**src/rtl/npu_conv_seq.sv**
```systemverilog
// Autonomous output-position sequencer for the KxK convolution datapath.
// Optional ReLU clamp on the captured result: define NPU_CONV_SEQ_RELU_EN.
module npu_conv_seq #(
  parameter int unsigned K_H  = 3,
  parameter int unsigned K_W  = 3,
  parameter int unsigned IN_H = 16,
  parameter int unsigned IN_W = 15,
  parameter int unsigned AW   = 8
) (
  input  logic             clk,
  input  logic             rst_ni,
  input  logic             start_i,
  input  logic             abort_i,
  input  logic             relu_i,
  output logic             mem_re_o,
  output logic [AW-1:0]    mem_addr_o,
  input  logic [8*K_H-1:0] mem_rdata_i,
  output logic [8*K_H-1:0] col_data_o,
  output logic             col_load_o,
  output logic             pe_clear_o,
  output logic             pe_trig_o,
  output logic             pe_minus_o,
  output logic             w_shift_o,
  input  logic [23:0]      pe_sum_i,
  output logic             out_valid_o,
  input  logic             out_ready_i,
  output logic [23:0]      out_data_o,
  output logic [4:0]       out_row_o,
  output logic [4:0]       out_col_o,
  output logic             busy_o,
  output logic             done_o
);

  localparam int unsigned OUT_H = IN_H - K_H + 1;
  localparam int unsigned OUT_W = IN_W - K_W + 1;
  localparam int unsigned JW    = (K_W > 1) ? $clog2(K_W) : 1;
  localparam int unsigned CW    = 5;
  localparam int unsigned DW    = 24;

  typedef enum logic [2:0] {
    S_IDLE, S_CLR, S_FETCH, S_LOAD, S_CAL, S_MINUS, S_SETTLE, S_EMIT
  } state_e;

  state_e          state_q;
  logic [JW-1:0]   j_q;
  logic [CW-1:0]   r_q;
  logic [CW-1:0]   c_q;
  logic [AW-1:0]   row_base_q;

  logic            last_j;
  logic            last_col;
  logic            last_row;
  logic [AW-1:0]   addr_first_d;
  logic [AW-1:0]   addr_next_d;
  logic [DW-1:0]   sum_d;

  assign last_j       = (j_q == JW'(K_W - 1));
  assign last_col     = (c_q == CW'(OUT_W - 1));
  assign last_row     = (r_q == CW'(OUT_H - 1));
  assign addr_first_d = row_base_q + AW'(c_q);
  assign addr_next_d  = addr_first_d + AW'(j_q) + AW'(1);

  // Read data arrives in LOAD; forward it only while the load strobe is up.
  assign col_data_o = (state_q == S_LOAD) ? mem_rdata_i : '0;

`ifdef NPU_CONV_SEQ_RELU_EN
  assign sum_d = (relu_i && pe_sum_i[DW-1]) ? '0 : pe_sum_i;
`else
  logic unused_relu;
  assign unused_relu = relu_i;
  assign sum_d       = pe_sum_i;
`endif

  // Strobes are set on the transition into the state that owns them.
  always_ff @(posedge clk or negedge rst_ni) begin
    if (!rst_ni) begin
      state_q     <= S_IDLE;
      j_q         <= '0;
      r_q         <= '0;
      c_q         <= '0;
      row_base_q  <= '0;
      mem_re_o    <= 1'b0;
      mem_addr_o  <= '0;
      col_load_o  <= 1'b0;
      pe_clear_o  <= 1'b0;
      pe_trig_o   <= 1'b0;
      pe_minus_o  <= 1'b0;
      w_shift_o   <= 1'b0;
      out_valid_o <= 1'b0;
      out_data_o  <= '0;
      out_row_o   <= '0;
      out_col_o   <= '0;
      busy_o      <= 1'b0;
      done_o      <= 1'b0;
    end else begin
      mem_re_o   <= 1'b0;
      col_load_o <= 1'b0;
      pe_clear_o <= 1'b0;
      pe_trig_o  <= 1'b0;
      pe_minus_o <= 1'b0;
      w_shift_o  <= 1'b0;
      if (abort_i) begin
        state_q     <= S_IDLE;
        out_valid_o <= 1'b0;
        busy_o      <= 1'b0;
        j_q         <= '0;
        r_q         <= '0;
        c_q         <= '0;
        row_base_q  <= '0;
      end else begin
        case (state_q)
          S_IDLE: begin
            if (start_i) begin
              state_q    <= S_CLR;
              done_o     <= 1'b0;
              busy_o     <= 1'b1;
              pe_clear_o <= 1'b1;
            end
          end
          S_CLR: begin
            state_q    <= S_FETCH;
            j_q        <= '0;
            mem_re_o   <= 1'b1;
            mem_addr_o <= addr_first_d;
          end
          S_FETCH: begin
            state_q    <= S_LOAD;
            col_load_o <= 1'b1;
          end
          S_LOAD: begin
            state_q   <= S_CAL;
            pe_trig_o <= 1'b1;
          end
          S_CAL: begin
            state_q    <= S_MINUS;
            pe_minus_o <= 1'b1;
            w_shift_o  <= 1'b1;
          end
          S_MINUS: begin
            if (last_j) begin
              state_q <= S_SETTLE;
            end else begin
              state_q    <= S_FETCH;
              j_q        <= j_q + JW'(1);
              mem_re_o   <= 1'b1;
              mem_addr_o <= addr_next_d;
            end
          end
          S_SETTLE: begin
            state_q     <= S_EMIT;
            out_data_o  <= sum_d;
            out_row_o   <= r_q;
            out_col_o   <= c_q;
            out_valid_o <= 1'b1;
          end
          S_EMIT: begin
            // Hold result and coordinates until the downstream accepts.
            if (out_ready_i) begin
              out_valid_o <= 1'b0;
              if (last_col && last_row) begin
                state_q    <= S_IDLE;
                done_o     <= 1'b1;
                busy_o     <= 1'b0;
                r_q        <= '0;
                c_q        <= '0;
                row_base_q <= '0;
              end else begin
                state_q    <= S_CLR;
                pe_clear_o <= 1'b1;
                if (last_col) begin
                  c_q        <= '0;
                  r_q        <= r_q + CW'(1);
                  row_base_q <= row_base_q + AW'(IN_W);
                end else begin
                  c_q <= c_q + CW'(1);
                end
              end
            end
          end
          default: begin
            state_q <= S_IDLE;
            busy_o  <= 1'b0;
          end
        endcase
      end
    end
  end

endmodule

```
**config.mk**
```make
export PLATFORM = sky130hd
export DESIGN_NAME = npu_conv_seq
export DESIGN_NICKNAME = d
export VERILOG_FILES = /design/src/rtl/npu_conv_seq.sv
export SDC_FILE = /design/constraint.sdc
export NUM_CORES = 1
export LEC_CHECK = 0
export CAP_MARGIN = 20
export CORE_ASPECT_RATIO = 1.2
export CORE_MARGIN = 10
export CORE_UTILIZATION = 46
export CTS_BUF_LIST = sky130_fd_sc_hd__clkbuf_16
export CTS_CLUSTER_DIAMETER = 200
export DETAILED_ROUTE_END_ITERATION = 12
export HOLD_SLACK_MARGIN = 0.15
export PLACE_DENSITY = 0.84
export SLEW_MARGIN = 20
export SYNTH_ARGS = -nofsm -noshare
export SYNTH_HDL_FRONTEND = slang
export SYNTH_SLANG_ARGS = --single-unit
```
**constraint.sdc**
```tcl
create_clock -name clk -period 3.37 [get_ports clk]
set_input_delay 1.011 -clock clk [delete_from_list [all_inputs] [get_ports clk]]
set_output_delay 1.011 -clock clk [all_outputs]
set_load 0.01 [all_outputs]
```
==> flow_summary.ini, run 1 <==
[clocking]
cts_root_buffer = clkbuf_16
cts_resized = 0
ctsHoldBuffers = 0
path_clk_slew_ns = 0.06
tritoncts = yes
cts_max_path_buffers = 2
cts-buffers-inserted = 9
worstSkewPairLatency_ns = 0.33
htreeDepth = 3
clock_sinks = 73
postCtsSetupRepairBufs = 0

[final_layout]
antenna_cells = 0
fin_nets = 553
area_growth_pct = 44.5
drive_gt1_share_pct = 13.7
postLayoutCoreUtil_pct = 67.5
final.fill_count = 593

[sta]
worst_pin_slew_ns = 0.602
timing.fmax_mhz = 316
finClkSkew_ns = 0.00459
setup_viol = 0
hold_viol_final = 0
tns_ns = 0
period_needed_ns = 3.17
rsz0062_at_grt = no
setup_ws_ns = 0.204
slew_headroom_pct = 59.4
post-route-period-util_pct = 93.9
drv_slew = 0

[grt]
grt_overflow = 0
grt_pass1_vias = 3252
antenna_found_initial = 0
grtUsageTotal_pct = 16.5
grt_max_degree = 74
grt_first_pass_wirelength_um = 16200

[yosys]
netlist.area_leader.share_pct = 48.5
synth_top_flop_cell = dfrtp_1
synth_largest_area_cell = dfrtp_1
yosysSeqAreaShare_pct = 48.5
ys_ff_latch = 73
async_flop_share_pct = 100
synth.most_common_cell = dfrtp_1
syn-num-nets = 424
yosys-top-cells-area = dfrtp_1 (49%), mux2_2 (11%), ha_1 (4.3%)
syn_area_per_cell_um2 = 10.6
yosysWarnings = 0
synthCells = 355
syn_area_mm2 = 0.00376
synth_commonest_cells = dfrtp_1 (73), nor2_1 (38), mux2_2 (36)
synth_cell_type_count = 53
synth_edf_count = 0

[setup_path]
reg2reg_depth = 9
cp-start-kind = register
reg2reg_from = c_q[0]$_DFFE_PN0P_
critPathArrivalTime_ns = 2.16
cp-endpoint = col_data_o[17]
crit_fanout = 24
endpoint_kind = output port
crit_type = reg -> out
required_ns = 2.36
reg2reg_slack_ns = 0.25
worstReg2RegEnd = mem_addr_o[6]$_DFFE_PN0P_
startpoint = state_q[1]$_DFFE_PN0P_

[placed_design]
post-place-ws_ns = 0.218
finalWeightedCongestion = 0.812
portBuffers = 127
dpl.hpwl_um = 7380

[die]
die_h_um = 119
dieArea_mm2 = 0.0122
start_util_pct = 46.7
die_w_um = 103
coreArea_mm2 = 0.00806
ios = 129
rows = 36

[route]
drc = 0
drt_wl_total_um = 9860
wire_per_inst_um = 16.9
ant_nets = 0
dr.pass1.iters = 4
viasPerCell = 5.31
first_iter_violations = 212
vias = 3101

[power_and_ir_drop]
peakVddDrop_uv = 286
p_int_w = 0.00183
p_leak_nw = 2.35
netSwitchingFraction_pct = 28.1
p_sw_w = 0.000716
pwr-share-seq_pct = 41.9
powerDensity_mw_per_mm2 = 468
power_frac_clock_pct = 33.6
combPwrFrac_pct = 24.5

[flow_run]
cap_violations = 0

[worst_hold_path]
hp-class = reg -> reg

[status]
status = finished clean
==> power groups by stage <==
| stage | sequential, W | clock [W] | combinational (W) |
|---|---|---|---|
| 6_report | 0.00107 | 0.000856 | 0.000623 |
| 3_3_place_gp | 0.00107 | 0 | 0.000607 |
| 5_1_grt | 0.00109 | 0.000908 | 0.000674 |
| 4_1_cts | 0.00107 | 0.000870 | 0.000630 |
| 3_5_place_dp | 0.00108 | 0 | 0.000623 |
| 2_1_floorplan | 0.00110 | 0 | 0.000268 |
==> worst max-delay path, cell delays in order (launching register included) <==
cell and delay [ns]:
dfrtp_1 0.61, nand2_1 0.16, nor2_1 0.12, buf_4 0.22, and2_1 0.16, clkdlybuf4s50_1 0.55
==> cells by family after synthesis <==
group                      Yosys count  synth area share, %
AOI/OAI and AO/OA                   58                 10.1
adders and majority gates           15                 5.38
and+or+nand+nor                    125                 17.4
DFF                                 73                 48.5
muxes                               36                 10.8
buffers and inverters               29                 3.19
xor gates and xnor gates            19                 4.62
==> through the flow <==
step | area, µm² | power, W | instances | hold WS [ns]
CTS | 5440 | 0.00257 | 584 | 0.508
detailed placement | 5170 | 0.00171 | 568 | 0.495
global route | 5440 | 0.00267 | 584 | 0.526
global placement | 5170 | 0.00168 | 568 | 0.490
floorplan | 3760 | 0.00137 | 355 | 0.512
finish | 5440 | 0.00255 | 584 | 0.505
==> worst min-delay path by stage <==
stage                                     end  slack (ns)  depth (start not counted)                       from
global placement    out_data_o[0]$_DFFE_PN0P_        0.49                          1  out_data_o[0]$_DFFE_PN0P_
finish               out_row_o[4]$_DFFE_PN0P_        0.50                          1   out_row_o[4]$_DFFE_PN0P_
floorplan                  r_q[4]$_DFFE_PN0P_        0.51                          2         r_q[4]$_DFFE_PN0P_
global route         out_row_o[4]$_DFFE_PN0P_        0.53                          1   out_row_o[4]$_DFFE_PN0P_
CTS                  out_row_o[4]$_DFFE_PN0P_        0.51                          1   out_row_o[4]$_DFFE_PN0P_
detailed placement   out_row_o[4]$_DFFE_PN0P_        0.49                          1   out_row_o[4]$_DFFE_PN0P_
==> placed cells by master, fill, tap and decap left out, types with 12 or more instances in the layout <==
cell	n
xor2_1	12
ha_1	13
nor2_1	38
a21oi_1	15
and2_1	25
mux2_2	36
dfrtp_1	73
nand2_1	18
inv_1	12
o21ai_0	16
clkdlybuf4s50_1	126
==> final cells by class <==
type	count	area, µm²	share of cell area [%]
clock buffers	9	225	4.14
clock inverters	7	47.5	0.874
inverters	12	45.0	0.828
multi-input cells	253	1820	33.5
flip-flops and latches	73	1830	33.6
well taps	95	119	2.19
repair buffers	135	1350	24.8
==> layer usage <==
metal	wire length, µm	vias to the layer above	global-route usage [%]
met1	3730	1512	18.2
met5	0	-	0
li1	-	1510	-
met3	393	12	3.59
met4	153	0	6.18
met2	5590	67	29.9
==> flip-flops by register name, indices dropped and copies added, names as in the netlist, 2 cells and up <==
name,cells
out_row_o,5
c_q,5
j_q,2
out_data_o,24
out_col_o,5
state_q,3
row_base_q,8
mem_addr_o,8
r_q,5
No activity file was read; power rests on OpenSTA's default activity.
==> inputs of run 2 (changes only) <==
--- a/config.mk
+++ b/config.mk
@@ -12,6 +12,7 @@
 export CTS_BUF_LIST = sky130_fd_sc_hd__clkbuf_16
 export CTS_CLUSTER_DIAMETER = 200
 export DETAILED_ROUTE_END_ITERATION = 12
+export GPL_TIMING_DRIVEN = 0
 export HOLD_SLACK_MARGIN = 0.15
 export PLACE_DENSITY = 0.84
 export SLEW_MARGIN = 20
==> flow_summary.ini, run 2 (synthesized netlist as in run 1, its figures left out) <==
[clocking]
cts_root_buffer = clkbuf_16
cts-buffers-inserted = 9
htreeDepth = 3
worstSkewPairLatency_ns = 0.33
postCtsSetupRepairBufs = 0
cts_max_path_buffers = 2
clock_sinks = 73
tritoncts = yes
ctsHoldBuffers = 0
path_clk_slew_ns = 0.06

[die]
start_util_pct = 46.7
die_w_um = 103
rows = 36
die_h_um = 119
coreArea_mm2 = 0.00806
ios = 129
dieArea_mm2 = 0.0122

[setup_path]
cpMaxStageDelayCell = clkdlybuf4s50_1
reg2reg_depth = 9
crit_fanout = 10
startpoint = state_q[2]$_DFFE_PN0P_
cp-start-kind = register
worstReg2RegEnd = mem_addr_o[6]$_DFFE_PN0P_
max_stage_delay_ns = 0.56
required_ns = 2.36
crit_type = reg -> out
reg2reg_from = c_q[0]$_DFFE_PN0P_
crit_family = buffers and inverters
critical_path.cell_chain = clkbuf_1 > nor2_4 > clkbuf_2 > and2_1 > clkdlybuf4s50_1
path_buf_inv = 3
endpoint_kind = output port
reg2reg_slack_ns = 0.33
critPathArrivalTime_ns = 2.18

[route]
first_iter_violations = 183
wire_per_inst_um = 17.7
ant_nets = 0
drc = 0
vias = 3163
dr.pass1.iters = 4
drt_wl_total_um = 10400
viasPerCell = 5.36

[flow_run]
cap_violations = 0

[power_and_ir_drop]
p_int_w = 0.00205
powerDensity_mw_per_mm2 = 502
p_sw_w = 0.000710
power_frac_clock_pct = 38.6
peakVddDrop_uv = 301
p_leak_nw = 2.39
netSwitchingFraction_pct = 25.7
pwr-share-seq_pct = 38.2
p_total_w = 0.00276
combPwrFrac_pct = 23.2

[final_layout]
instances_no_fill = 590
top_regs = out_data_o x24, mem_addr_o x8, row_base_q x8
drive_gt1_share_pct = 13.9
final_common_cell = clkdlybuf4s50_1
top_register = out_data_o
fin_nets = 560
design_area_mm2 = 0.00550
antenna_cells = 0
area_growth_pct = 46.1
largest_reg_flops = 24
layout_common_cells = clkdlybuf4s50_1 (124), dfrtp_1 (72), nor2_1 (37)

[sta]
timing.fmax_mhz = 313
hold_viol_final = 0
worst_pin_slew_ns = 0.710
setup_viol = 0
drv_slew = 0
rsz0062_at_grt = no
tns_ns = 0
post-route-period-util_pct = 94.7
slew_headroom_pct = 52.4
finClkSkew_ns = 0.00532
period_needed_ns = 3.19
holdWs_ns = 0.505

[placed_design]
finalWeightedCongestion = 0.833
portBuffers = 125
placed_cell_area_mm2 = 0.00516
dpl.hpwl_um = 7860
dp_cells = 576

[worst_hold_path]
hold_path_end = out_data_o[17]$_DFFE_PN0P_
hp-start = out_data_o[17]$_DFFE_PN0P_
hp-class = reg -> reg
worstHoldPathCells = 1

[grt]
grt_first_pass_wirelength_um = 16900
grt_max_degree = 59
grt_overflow = 0
grtUsageTotal_pct = 17.4
antenna_found_initial = 0
grt_pass1_vias = 3335

[status]
status = finished clean
==> run 2: final cells by class <==
type	instances	area, µm²
Clock buffer	9	225
Timing Repair Buffer	126	1280
Multi-Input combinational cell	253	1830
Fill cell	567	2560
Clock inverter	6	108
Buffer	16	73.8
Inverter	12	45.0
Tap cell	95	119
Sequential cell	73	1830
==> run 2: worst register-to-register path: stages, from the launching register on <==
cell and delay [ns]:
dfrtp_1 0.45, ha_1 0.26, fa_1 0.54, inv_1 0.07, fa_1 0.37, and4bb_2 0.32, o211ai_1 0.12, nor4_1 0.41
xnor2_1 0.10, mux2_2 0.26
==> run 2: timing repair <==
item,CTS,global route
pin swaps,0,0
setup endpoints to repair,20,20
resized for setup,2,5
==> run 2: stage by stage <==
stage               setup WS, ns  utilization (%)
floorplan                  0.606                -
global placement           -1.15             63.7
detailed placement         0.143             64.0
CTS                       0.0536             68.1
global route              0.0356             68.2
finish                     0.178             68.2
==> run 2: worst max path at each step <==
stage / endpoint / slack (ns) / cells after the start
final: col_data_o[15] / 0.18 / 5
after global routing: col_data_o[15] / 0.04 / 5
after CTS: col_data_o[15] / 0.05 / 5
after detailed placement: col_data_o[8] / 0.14 / 6
after global placement: out_data_o[20]$_DFFE_PN0P_ / -1.15 / 1
after floorplan: mem_addr_o[6]$_DFFE_PN0P_ / 0.61 / 9
==> run 2: per-layer routing <==
metal	part of all wire [%]	track usage [%]	vias to the layer above	wire (µm)
met5	0	0	-	0
met4	2.0	7.07	0	213
met3	3.7	2.89	16	388
met2	59	32.9	68	6100
met1	36	18.0	1557	3710
li1	-	-	1522	-
==> run 2: power by group through the flow <==
stage / Combinational, W / Clock [W] / Sequential, W
6_report: 0.000641 / 0.00107 / 0.00105
5_1_grt: 0.000694 / 0.00112 / 0.00107
4_1_cts: 0.000646 / 0.00108 / 0.00106
3_5_place_dp: 0.000640 / 0 / 0.00107
3_3_place_gp: 0.000620 / 0 / 0.00106
2_1_floorplan: 0.000268 / 0 / 0.00110
